--- config.mk ---
export PLATFORM = sky130hd
export DESIGN_NAME = pc_sequencer
export DESIGN_NICKNAME = d
export VERILOG_FILES = /design/src/rtl/pc_sequencer.sv
export SDC_FILE = /design/constraint.sdc
export NUM_CORES = 1
export LEC_CHECK = 0
export BUFFER_PORTS_ARGS = -buffer_cell sky130_fd_sc_hd__buf_2
export CAP_MARGIN = 0
export CELL_PAD_IN_SITES_DETAIL_PLACEMENT = 1
export CELL_PAD_IN_SITES_GLOBAL_PLACEMENT = 2
export CORE_ASPECT_RATIO = 1.2
export CORE_MARGIN = 5
export CORE_UTILIZATION = 26
export DETAILED_ROUTE_END_ITERATION = 16
export PLACE_DENSITY_LB_ADDON = 0.1
export SYNTH_ARGS = -nofsm -noshare
export SYNTH_HDL_FRONTEND = slang
export SYNTH_SLANG_ARGS = --single-unit
export TNS_END_PERCENT = 10
--- constraint.sdc ---
create_clock -name clk -period 1.93 [get_ports clk]
set_input_delay 0.0965 -clock clk [delete_from_list [all_inputs] [get_ports clk]]
set_output_delay 0.0965 -clock clk [all_outputs]
set_load 0.05 [all_outputs]
--- src/rtl/pc_sequencer.sv ---
// rtl/pc_sequencer.sv - program counter, next-address select and run/halt sequencing
module pc_sequencer #(
  parameter logic [31:0] RESET_PC = 32'h0000_0000,
  parameter int          CNT_W    = 16
) (
  input  logic             clk,
  input  logic             rst,
  input  logic             en,
  input  logic             halt_req,
  input  logic             is_jmp,
  input  logic             is_call,
  input  logic             valid_jmp,
  input  logic [31:0]      jmp_target,
  output logic [31:0]      pc,
  output logic [31:0]      pc_plus4,
  output logic             link_we,
  output logic [31:0]      link_addr,
  output logic             fetch_valid,
  output logic             halted,
  output logic             align_err,
  output logic [31:0]      instr_cnt,
  output logic [CNT_W-1:0] taken_cnt
);

  typedef enum logic [1:0] {BOOT, RUN, HALT} state_t;

  state_t           state, state_next;
  logic [31:0]      pc_next;
  logic [31:0]      instr_cnt_next;
  logic [CNT_W-1:0] taken_cnt_next;
  logic             align_err_next;
  logic             taken;
  logic             target_ok;

  always_ff @(posedge clk or negedge rst) begin
    if (!rst) begin
      state     <= BOOT;
      pc        <= RESET_PC;
      instr_cnt <= 32'd0;
      taken_cnt <= '0;
      align_err <= 1'b0;
    end else begin
      state     <= state_next;
      pc        <= pc_next;
      instr_cnt <= instr_cnt_next;
      taken_cnt <= taken_cnt_next;
      align_err <= align_err_next;
    end
  end

  assign pc_plus4    = pc + 32'd4;
  assign link_addr   = pc_plus4;
  assign fetch_valid = (state == RUN);
  assign halted      = (state == HALT);
  assign taken       = is_jmp & valid_jmp;
  assign target_ok   = (jmp_target[1:0] == 2'b00);
  assign link_we     = fetch_valid & en & taken & is_call & ~halt_req & target_ok;

  always_comb begin
    state_next     = state;
    pc_next        = pc;
    instr_cnt_next = instr_cnt;
    taken_cnt_next = taken_cnt;
    align_err_next = align_err;
    case (state)
      BOOT: state_next = RUN;
      RUN: begin
        if (en) begin
          if (halt_req) begin
            state_next     = HALT;
            instr_cnt_next = instr_cnt + 32'd1;
          end else if (taken) begin
            if (!target_ok) begin
              // misaligned target does not retire: counters and pc stay put
              state_next     = HALT;
              align_err_next = 1'b1;
            end else begin
              pc_next        = jmp_target;
              instr_cnt_next = instr_cnt + 32'd1;
              if (taken_cnt != '1)
                taken_cnt_next = taken_cnt + CNT_W'(1);
            end
          end else begin
            pc_next        = pc_plus4;
            instr_cnt_next = instr_cnt + 32'd1;
          end
        end
      end
      HALT: state_next = HALT;
      default: state_next = BOOT;
    endcase
  end

endmodule

==> key figures, run 1 <==
Timing
  – Relative slew slack: 0.701
  – Setup-failing EPs final: 44
  – RSZ-0062 raised after global routing: true
  – Max Slew Vio Count: 0
  – Worst Tran Pin Value: 448 ps
  – Peak Freq: 466 MHz
  – Final period util: 1.11
  – Skew final: 4.91 ps
  – Hold Vio Cnt, Final: 0
  – Final setup margin: -215 ps
  – Worst hold slack: 11.9 ps
  – Tmin final: 2140 ps
  – Final setup TNS: -4210 ps

Pwr
  – Share of power burned in the clock network: 0.174
  – Internal: 5340 uW
  – Sw frac: 0.513
  – VDD IR max: ~680 uV
  – Overall power: about 11,000 uW
  – NetSw: 5610 uW
  – P_leak: 0.00369 uW
  – Total power per unit cell area: 1400 mW/mm2
  – Reg power frac: 0.219
  – Comb power frac: 0.607

Setup path
  – Crit path launch type: flip-flop
  – Crit path capture type: primary output
  – CP Max Fanout: 5
  – Crit path DAT: ~2100 ps
  – WP data required: around 1800 ps
  – Critical path class: reg2out

Finish
  – Diode count: 0
  – Share of cells above drive strength 1: 0.507
  – Multi-input gate area: 0.00306 mm2
  – Layout Cells excl Fill: 977
  – Reg area: 0.00210 mm2
  – P&R area growth vs syn: 61.8%
  – # nets final: 793
  – Number of fill cells: 2,041
  – Fin area: slightly below 0.008 mm2

Die
  – Die width: about 130 um
  – Starting Density: 0.265
  – Core area: ~0.018 mm2
  – Die ar.: 0.0214 mm2
  – Num rows: 54
  – Num ports: 187
  – Die height: 159 um

Synthesis
  – Area share of xor/xnor cells in the synthesized design: 0.132
  – Top_reg_cell synth: dfrtp_1
  – Synth area leaders: dfrtp_1, xnor2_1, buf_4
  – Post-synthesis mux area share: 0.0132
  – Library cells used by synthesis: 50
  – Post-synth top area share: 0.430
  – #FFs+latches synth: between 80 and 90
  – Post-synthesis sequential area ratio: 0.430
  – Commonest cells post-synth: dfrtp_1, xnor2_1, nand2_1, nand3_1, buf_4
  – Simple-Gate Fraction of Synth Area: 0.215
  – Synthesized net count: 557
  – Synth warn: 0
  – Synth Area in Adders: 0.0155
  – Post-synthesis compound-gate area fraction: 0.115
  – EDFF count, synth: 0
  – Post-Synthesis Cells: 512
  – Most frequent cell after synthesis: dfrtp_1
  – Syn Std Cell Area: between 0.004 and 0.005 mm2
  – Syn avg cell area: 9.44 um2
  – Post-synthesis async set-or-reset flop share: 1.00
  – Largest family of logic cells by synthesized area: simple AND/OR/NAND/NOR gates
  – Largest area contributor in the netlist: dfrtp_1

Placed design
  – IO Port Bufs: around 190
  – DP Area: just under 0.007 mm2
  – Dpl cells: 939
  – Placer Congestion: about 0.77
  – DPL Wire Length: 13.5 mm

Global route
  – First-pass GRT wire length: 28.4 mm
  – Top Usage Layer GRT: met2
  – Initial antenna violation count: 1
  – Global Route Usage Sum: 0.165
  – Met1 Resource Use GR: 0.186
  – GRT overflow: 0
  – Largest net degree at the start of global routing: 58
  – Met2 usage: 0.309
  – Met3 Use GR: 0.0357
  – Vias in the first global route: 5,202

Job
  – Max Cap Viol: 0

CTS
  – Clock transition at the registers of the reported paths: 60 ps
  – H-tree Lvls: 3
  – Worst-Skew Late Latency: 350 ps
  – CTS Buf Count: 9
  – Root buf cell: clkbuf_16
  – Clk buf depth: 2
  – Clk sinks: between 80 and 90
  – CTS tree: yes

Route
  – Post-DR wirelength/cell: approximately 18 um
  – Routed WL: between 15 and 20 mm
  – DRC viols: 0
  – DRT Pass-1 Iters: 4
  – Starting DRT DRC Count: approximately 160
  – Post-route ant nets: 0
  – Vias per inst: 4.87
  – Vias: 4,757

Min path
  – Hold WC Path Type: in2reg

Outcome
  – Failing checks: setup timing
  – Outcome: complete, but fails checks
-- cells in the final DEF, fill, tap and decap left out, types with 9 or more instances in the layout --
cell,Yosys,routed
buf_2,1,137
buf_4,34,77
dfrtp_1,83,62
buf_6,0,49
nand2_1,47,40
xnor2_1,51,34
nand3_1,41,32
nand4_1,22,22
nor2_1,29,21
dfrtp_2,0,21
o21ai_0,20,19
xnor2_4,0,16
xor2_1,22,15
a21oi_1,14,13
inv_1,14,12
a2bb2oi_1,12,12
and3_1,12,11
o22ai_1,9,9
clkbuf_16,0,9
-- sequential cells by signal, indices dropped and copies added, names as in the netlist --
| signal | count |
|---|---|
| instr_cnt | 32 |
| align_err | 1 |
| taken_cnt | 16 |
| state | 2 |
| pc | 32 |
-- cells by family after synthesis --
logic type      after synthesis
simple gates                194
compound gates               84
flops                        83
xor+xnor                     73
buf+inv                      66
mux                           6
fa+ha+maj                     6
-- worst max-delay path, stage by stage (launching register included) --
cell,delay (ps)
dfrtp_2,390
ha_4,150
nand2_4,70
nor4_4,260
buf_6,170
nand4_1,220
xnor2_4,250
buf_6,190
-- final timing paths --
check,slack (ps),startpoint,cells past startpoint,end
min in group asynchronous,240,rst,2,pc[11]
min reg2reg,470,align_err,1,align_err
max in group asynchronous,1030,rst,3,pc[21]
min,10,jmp_target[23],3,pc[23]
max,-210,pc[3],7,pc_plus4[26]
max reg2reg,-30,pc[3],8,pc[28]
-- layout make-up --
class,count,share of cell area
clock buffers,10,0.0293
clock inverters,6,0.0114
inverters,14,0.00672
multi-input cells,363,0.391
flip-flops and latches,83,0.269
well taps,224,0.0358
repair buffers,277,0.257
-- per-layer routing --
| metal | share of wire | up-vias |
|---|---|---|
| li1 | - | 2260 |
| met1 | 0.39 | 2368 |
| met2 | 0.54 | 112 |
| met3 | 0.052 | 15 |
| met4 | 0.011 | 2 |
| met5 | 0.00074 | - |
-- power by group through the flow --
stage / Clock (uW) / Sequential, uW / Combinational, uW
6_report: 1910 / 2400 / 6640
5_1_grt: 2030 / 2440 / 6960
4_1_cts: 1970 / 2390 / 6480
3_5_place_dp: 0 / 2420 / 6090
3_3_place_gp: 0 / 2390 / 6060
2_1_floorplan: 0 / 3650 / 3620
-- what timing repair did --
action	CTS	global route
hold buffers	6	0
gates resized for setup	94	51
pin swaps	16	7
setup buffers	7	9
endpoints found under the hold margin	31	0
endpoints found under the setup margin	60	71
-- through the flow --
step / util / setup WS, ps
after floorplan: - / -474
after global placement: 0.374 / -32.0
after detailed placement: 0.374 / -77.2
after CTS: 0.414 / -244
after global routing: 0.429 / -279
final: 0.429 / -215
Power figures use the tool's default switching activity.
==> run 2, diff against run 1 <==
--- a/config.mk
+++ b/config.mk
@@ -6,12 +6,13 @@
 export NUM_CORES = 1
 export LEC_CHECK = 0
 export BUFFER_PORTS_ARGS = -buffer_cell sky130_fd_sc_hd__buf_2
-export CAP_MARGIN = 0
+export CAP_MARGIN = 20
 export CELL_PAD_IN_SITES_DETAIL_PLACEMENT = 1
 export CELL_PAD_IN_SITES_GLOBAL_PLACEMENT = 2
 export CORE_ASPECT_RATIO = 1.2
 export CORE_MARGIN = 5
 export CORE_UTILIZATION = 26
+export CTS_BUF_LIST = sky130_fd_sc_hd__clkbuf_16
 export DETAILED_ROUTE_END_ITERATION = 16
 export PLACE_DENSITY_LB_ADDON = 0.1
 export SYNTH_ARGS = -nofsm -noshare
==> key figures, run 2 (synthesis gave the netlist of run 1 again) <==
Placed design
  – DPL Wire Length: 13.5 mm (unchanged)
  – Dpl cells: 939 (unchanged)
  – Pre-CTS WS: -77.2 ps (unchanged)
  – IO Port Bufs: 186 (unchanged)
  – Placer Congestion: 0.766 (unchanged)

Setup path
  – Worst R2R Start: pc[3]
  – Critical path, cell by cell: ha_4 > nand2_4 > nor4_4 > buf_6 > nand4_1 > xnor2_4 > buf_6
  – Max incr delay on CP: 390 ps (about the same)
  – Crit path top cell by count: buf_6
  – CP Max Fanout: 5 (unchanged)
  – RR Endpoint: pc[28]
  – Crit path capture type: primary output
  – WP data required: 1830 ps (about the same)
  – Critical path class: reg2out
  – Crit-path slowest cell: dfrtp_2
  – Crit path launch type: flip-flop
  – Crit path DAT: 2050 ps (about the same)
  – R2R cell count: 8 (unchanged)
  – R2R Setup Slk: -30 ps (about the same)

Route
  – DRT Pass-1 Iters: 4 (unchanged)
  – Routed WL: 17.7 mm (unchanged)
  – Vias: 4,757 (unchanged)
  – Starting DRT DRC Count: 157 (unchanged)
  – DRC viols: 0 (unchanged)
  – Post-DR wirelength/cell: 18.1 um (unchanged)
  – Post-route ant nets: 0 (unchanged)
  – Vias per inst: 4.87 (unchanged)

Die
  – Die width: 134 um (unchanged)
  – Starting Density: 0.265 (unchanged)
  – Core area: 0.0182 mm2 (unchanged)
  – Num ports: 187 (unchanged)
  – Die ar.: 0.0214 mm2 (unchanged)
  – Num rows: 54 (unchanged)
  – Die height: 159 um (unchanged)

Global route
  – First-pass GRT wire length: 28.4 mm (unchanged)
  – GRT overflow: 0 (unchanged)
  – Met2 usage: 0.309 (unchanged)
  – Global Route Usage Sum: 0.165 (unchanged)
  – Initial antenna violation count: 1 (unchanged)
  – Largest net degree at the start of global routing: 58 (unchanged)
  – Met1 Resource Use GR: 0.186 (unchanged)
  – Met3 Use GR: 0.0357 (unchanged)
  – Top Usage Layer GRT: met2
  – Vias in the first global route: 5,202 (unchanged)

Finish
  – Diode count: 0 (unchanged)
  – Leading cell type in the layout, fill and taps excluded: buf_2
  – Top flop regs: instr_cnt (32), pc (32), taken_cnt (16)
  – # nets final: 793 (unchanged)
  – Share of cells above drive strength 1: 0.507 (unchanged)
  – Layout Cells excl Fill: 977 (unchanged)
  – P&R area growth vs syn: 61.8% (unchanged)
  – Commonest non-fill, non-tap cells in the layout: buf_2, buf_4, dfrtp_1, buf_6, nand2_1

Pwr
  – VDD IR max: 676 uV (about the same)
  – Share of power burned in the clock network: 0.174 (about the same)
  – Reg power frac: 0.219 (about the same)
  – NetSw: 5610 uW (about the same)
  – P_leak: 0.00370 uW (+0.11%)
  – Total power per unit cell area: 1400 mW/mm2 (about the same)
  – Internal: 5330 uW (about the same)
  – Sw frac: 0.513 (about the same)
  – Comb power frac: 0.607 (about the same)

Timing
  – Final setup margin: -215 ps (unchanged)
  – Final period util: 1.11 (unchanged)
  – Tmin final: 2140 ps (unchanged)
  – Peak Freq: 466 MHz (unchanged)
  – RSZ-0062 raised after global routing: true
  – Final setup TNS: -4210 ps (unchanged)
  – Worst Tran Pin Value: 448 ps (unchanged)
  – Relative slew slack: 0.701 (unchanged)
  – Setup-failing EPs final: 44 (unchanged)
  – Skew final: 4.91 ps (unchanged)
  – Hold Vio Cnt, Final: 0 (unchanged)
  – Max Slew Vio Count: 0 (unchanged)

Min path
  – Hold_sp: jmp_target[23]
  – Hold WC Path Type: in2reg
  – Worst Hold End: pc[23]
  – Hold Path Cell Cnt: 3 (unchanged)

CTS
  – Clk buf depth: 2 (unchanged)
  – Worst-Skew Late Latency: 350 ps (about the same)
  – Clock transition at the registers of the reported paths: 60 ps (about the same)
  – H-tree Lvls: 3 (unchanged)
  – Clk sinks: 83 (unchanged)
  – CTS Buf Count: 9 (unchanged)
  – CTS tree: yes
  – Root buf cell: clkbuf_16

Outcome
  – Failing checks: setup timing
  – Outcome: complete, but fails checks

Job
  – Max Cap Viol: 0 (unchanged)
-- run 2: per-layer routing --
metal / vias up / share of wire
met3: 15 / 0.052
met2: 112 / 0.54
met1: 2368 / 0.39
met5: - / 0.00074
met4: 2 / 0.011
li1: 2260 / -
-- run 2: worst max-delay path by stage --
stage               depth (start not counted)            end  startpoint
global route                                7   pc_plus4[26]       pc[3]
global placement                            7  link_addr[26]       pc[2]
detailed placement                          7   pc_plus4[26]       pc[2]
floorplan                                   6   pc_plus4[23]      pc[15]
CTS                                         7   pc_plus4[26]       pc[3]
finish                                      7   pc_plus4[26]       pc[3]
-- run 2: per-stage QoR --
stage | hold slack [ps] | area [um2] | util | total power (uW)
global placement | 52.4 | 6830 | 0.374 | 8450
detailed placement | 57.9 | 6830 | 0.374 | 8510
global route | 23.4 | 7820 | 0.429 | 11400
floorplan | -199 | 5430 | - | 7270
finish | 11.9 | 7820 | 0.429 | 10900
CTS | 3.02 | 7560 | 0.414 | 10800
-- run 2: cell type report --
cell class                 count  area (um2)
inverter                      14        52.6
clock inverter                 7        92.6
multi-input combinational    363        3060
timing repair buffer         277        2010
clock buffer                   9         225
fill                        2041       10400
sequential                    83        2100
tap                          224         280
-- run 2: repair_timing --
| action | 4_1_cts | 5_1_grt |
|---|---|---|
| pin swaps | 16 | 7 |
| setup buffers | 7 | 9 |
| endpoints found under the setup margin | 60 | 71 |
| resized for setup | 94 | 51 |
| hold endpoints to repair | 31 | 0 |
| gates cloned | 0 | 0 |
| hold buffers | 6 | 0 |
-- run 2: power groups by stage --
stage	logic, uW	registers, uW	clock network [uW]
2_1_floorplan	3620	3650	0
3_3_place_gp	6060	2390	0
3_5_place_dp	6090	2420	0
4_1_cts	6480	2390	1960
5_1_grt	6960	2440	2020
6_report	6640	2400	1900
-- run 2: critical path, delay by kind of cell, from the launching register on --
family,cells,cell delay (ps)
adder cells (fa/ha/maj),1,150
XOR/XNOR,1,250
flip-flops,1,390
AND/OR/NAND/NOR,3,550
buffers and inverters,2,360
==> run 3, diff against run 2 <==
--- a/config.mk
+++ b/config.mk
@@ -5,7 +5,7 @@
 export SDC_FILE = /design/constraint.sdc
 export NUM_CORES = 1
 export LEC_CHECK = 0
-export BUFFER_PORTS_ARGS = -buffer_cell sky130_fd_sc_hd__buf_2
+export BUFFER_PORTS_ARGS = -buffer_cell sky130_fd_sc_hd__buf_4
 export CAP_MARGIN = 20
 export CELL_PAD_IN_SITES_DETAIL_PLACEMENT = 1
 export CELL_PAD_IN_SITES_GLOBAL_PLACEMENT = 2
@@ -14,7 +14,8 @@
 export CORE_UTILIZATION = 26
 export CTS_BUF_LIST = sky130_fd_sc_hd__clkbuf_16
 export DETAILED_ROUTE_END_ITERATION = 16
-export PLACE_DENSITY_LB_ADDON = 0.1
+export PLACE_DENSITY_LB_ADDON = 0.15
+export SETUP_SLACK_MARGIN = 0.2
 export SYNTH_ARGS = -nofsm -noshare
 export SYNTH_HDL_FRONTEND = slang
 export SYNTH_SLANG_ARGS = --single-unit
==> key figures, run 3 (synthesis gave the netlist of run 1 again) <==
Setup path
  – CP top delay family: simple AND/OR/NAND/NOR gates
  – CP Max Fanout: 9 (+4)
  – Crit-path slowest cell: dfrtp_2
  – WP data required: 1830 ps (about the same)
  – Critical path class: reg2out
  – R2R cell count: 7 (-1)
  – Critical path, cell by cell: and4_1 > and3_4 > buf_12 > nand3_1 > xnor2_4 > buf_4
  – Crit path launch type: flip-flop
  – Worst Path Buf+Inv: 2 (unchanged)
  – Crit path capture type: primary output
  – Crit path DAT: 2010 ps (-40 ps)
  – R2R Setup Slk: -10 ps (+20 ps)
  – Crit path depth: 6 (-1)
  – Max incr delay on CP: 400 ps (about the same)

CTS
  – Worst-Skew Late Latency: 340 ps (about the same)
  – Clock transition at the registers of the reported paths: 70 ps (about the same)
  – H-tree Lvls: 3 (unchanged)
  – CTS tree: yes
  – CTS Buf Count: 9 (unchanged)
  – Root buf cell: clkbuf_16
  – Clk sinks: 83 (unchanged)
  – Clk buf depth: 2 (unchanged)

Placed design
  – Placer Congestion: 0.775 (+1.2%)
  – DPL Wire Length: 13.2 mm (-2.4%)
  – IO Port Bufs: 186 (unchanged)

Timing
  – Tmin final: 2100 ps (-42.9 ps)
  – Hold Vio Cnt, Final: 0 (unchanged)
  – Final setup margin: -172 ps (+42.9 ps)
  – Setup-failing EPs final: 32 (-27%)
  – Final setup TNS: -3170 ps (+1040 ps)
  – Peak Freq: 476 MHz (+2.0%)
  – Skew final: 7.23 ps (+2.32 ps)
  – Worst hold slack: 19.1 ps (+7.19 ps)
  – Final period util: 1.09 (-0.0222)
  – RSZ-0062 raised after global routing: true
  – Worst Tran Pin Value: 767 ps (+319 ps)
  – Relative slew slack: 0.489 (-0.212)
  – Max Slew Vio Count: 0 (unchanged)

Min path
  – Hold Path Cell Cnt: 3 (unchanged)
  – Hold WC Path Type: in2reg

Pwr
  – Total power per unit cell area: 1340 mW/mm2 (-4.0%)
  – P_leak: 0.00390 uW (+5.4%)
  – Overall power: 11,400 uW (+4.0%)
  – VDD IR max: 655 uV (-3.1%)

Finish
  – Commonest non-fill, non-tap cells in the layout: buf_4, buf_6, dfrtp_1, nand2_1, xnor2_1
  – Multi-input gate area: 0.00330 mm2 (+7.8%)
  – # nets final: 801 (+1.0%)
  – Reg area: 0.00211 mm2 (+0.12%)
  – P&R area growth vs syn: 75.3%
  – Final Util: 0.465 (+0.0357)
  – Leading cell type in the layout, fill and taps excluded: buf_4
  – Share of cells above drive strength 1: 0.549 (+0.0420)
  – Diode count: 0 (unchanged)
  – Number of fill cells: 1,975 (-3.2%)
  – Top flop regs: instr_cnt (32), pc (32), taken_cnt (16)

Die
  – Core area: 0.0182 mm2 (unchanged)
  – Die ar.: 0.0214 mm2 (unchanged)
  – Die width: 134 um (unchanged)
  – Num ports: 187 (unchanged)
  – Num rows: 54 (unchanged)
  – Die height: 159 um (unchanged)
  – Starting Density: 0.265 (unchanged)

Route
  – DRC viols: 0 (unchanged)
  – Routed WL: 17.8 mm (+0.67%)
  – DRT Pass-1 Iters: 4 (unchanged)
  – Vias: 4,801 (+0.92%)
  – Post-route ant nets: 0 (unchanged)
  – Post-DR wirelength/cell: 18.1 um (-0.14%)
  – Vias per inst: 4.87 (+0.11%)
  – Starting DRT DRC Count: 147 (-6.4%)

Global route
  – Vias in the first global route: 5,254 (+1.0%)
  – Initial antenna violation count: 0 (-1)
  – Global Route Usage Sum: 0.164 (-0.00106)
  – First-pass GRT wire length: 28.4 mm (about the same)
  – GRT overflow: 0 (unchanged)
  – Largest net degree at the start of global routing: 52 (-10%)

Outcome
  – Failing checks: setup timing
  – Outcome: complete, but fails checks

Job
  – Max Cap Viol: 0 (unchanged)
run 3: area by class of cell:
type / count / share of cell area
tap: 224 / 0.0331
clock buffer: 9 / 0.0266
sequential: 83 / 0.248
multi-input combinational: 363 / 0.389
clock inverter: 7 / 0.00871
timing repair buffer: 285 / 0.287
inverter: 14 / 0.00620
run 3: per-layer routing:
layer / share of wire / global-route usage
met1: 0.40 / 0.194
met2: 0.54 / 0.296
met3: 0.048 / 0.0373
met4: 0.016 / 0.0435
met5: 0 / 0
run 3: worst reg2reg max path, cell delays in order, from the launching register on:
cell,delay (ps)
dfrtp_2,390
nand4_4,150
nor4_4,290
buf_6,170
nand4_4,110
buf_4,180
or4_1,520
nand3_1,80
run 3: per-stage QoR:
step | std cells | cell area [um2] | worst slack (ps)
global placement | 928 | 7190 | -46.5
detailed placement | 928 | 7190 | -68.8
finish | 985 | 8470 | -172
global route | 985 | 8470 | -296
floorplan | 512 | 5430 | -474
CTS | 971 | 8130 | -217
run 3: worst paths after layout:
kind                           startpoint       endpoint
min                        jmp_target[29]         pc[29]
max                                 pc[6]  link_addr[23]
min reg2reg                 instr_cnt[31]  instr_cnt[31]
max in group asynchronous             rst   taken_cnt[8]
max reg2reg                        pc[15]         pc[28]
min in group asynchronous             rst   taken_cnt[1]
run 3: what timing repair did:
item	4_1_cts	5_1_grt
setup endpoints to repair	117	98
pin swaps	52	42
hold endpoints to repair	37	0
gates resized for setup	97	54
buffers inserted	21	14
hold buffers	6	0
run 3: where the power goes:
part	leakage [uW]	switching [uW]	total (uW)	internal, uW
Sequential	0.00102	322	2410	2090
Combinational	0.00273	4620	7180	2560
Clock	0.000148	777	1790	1010
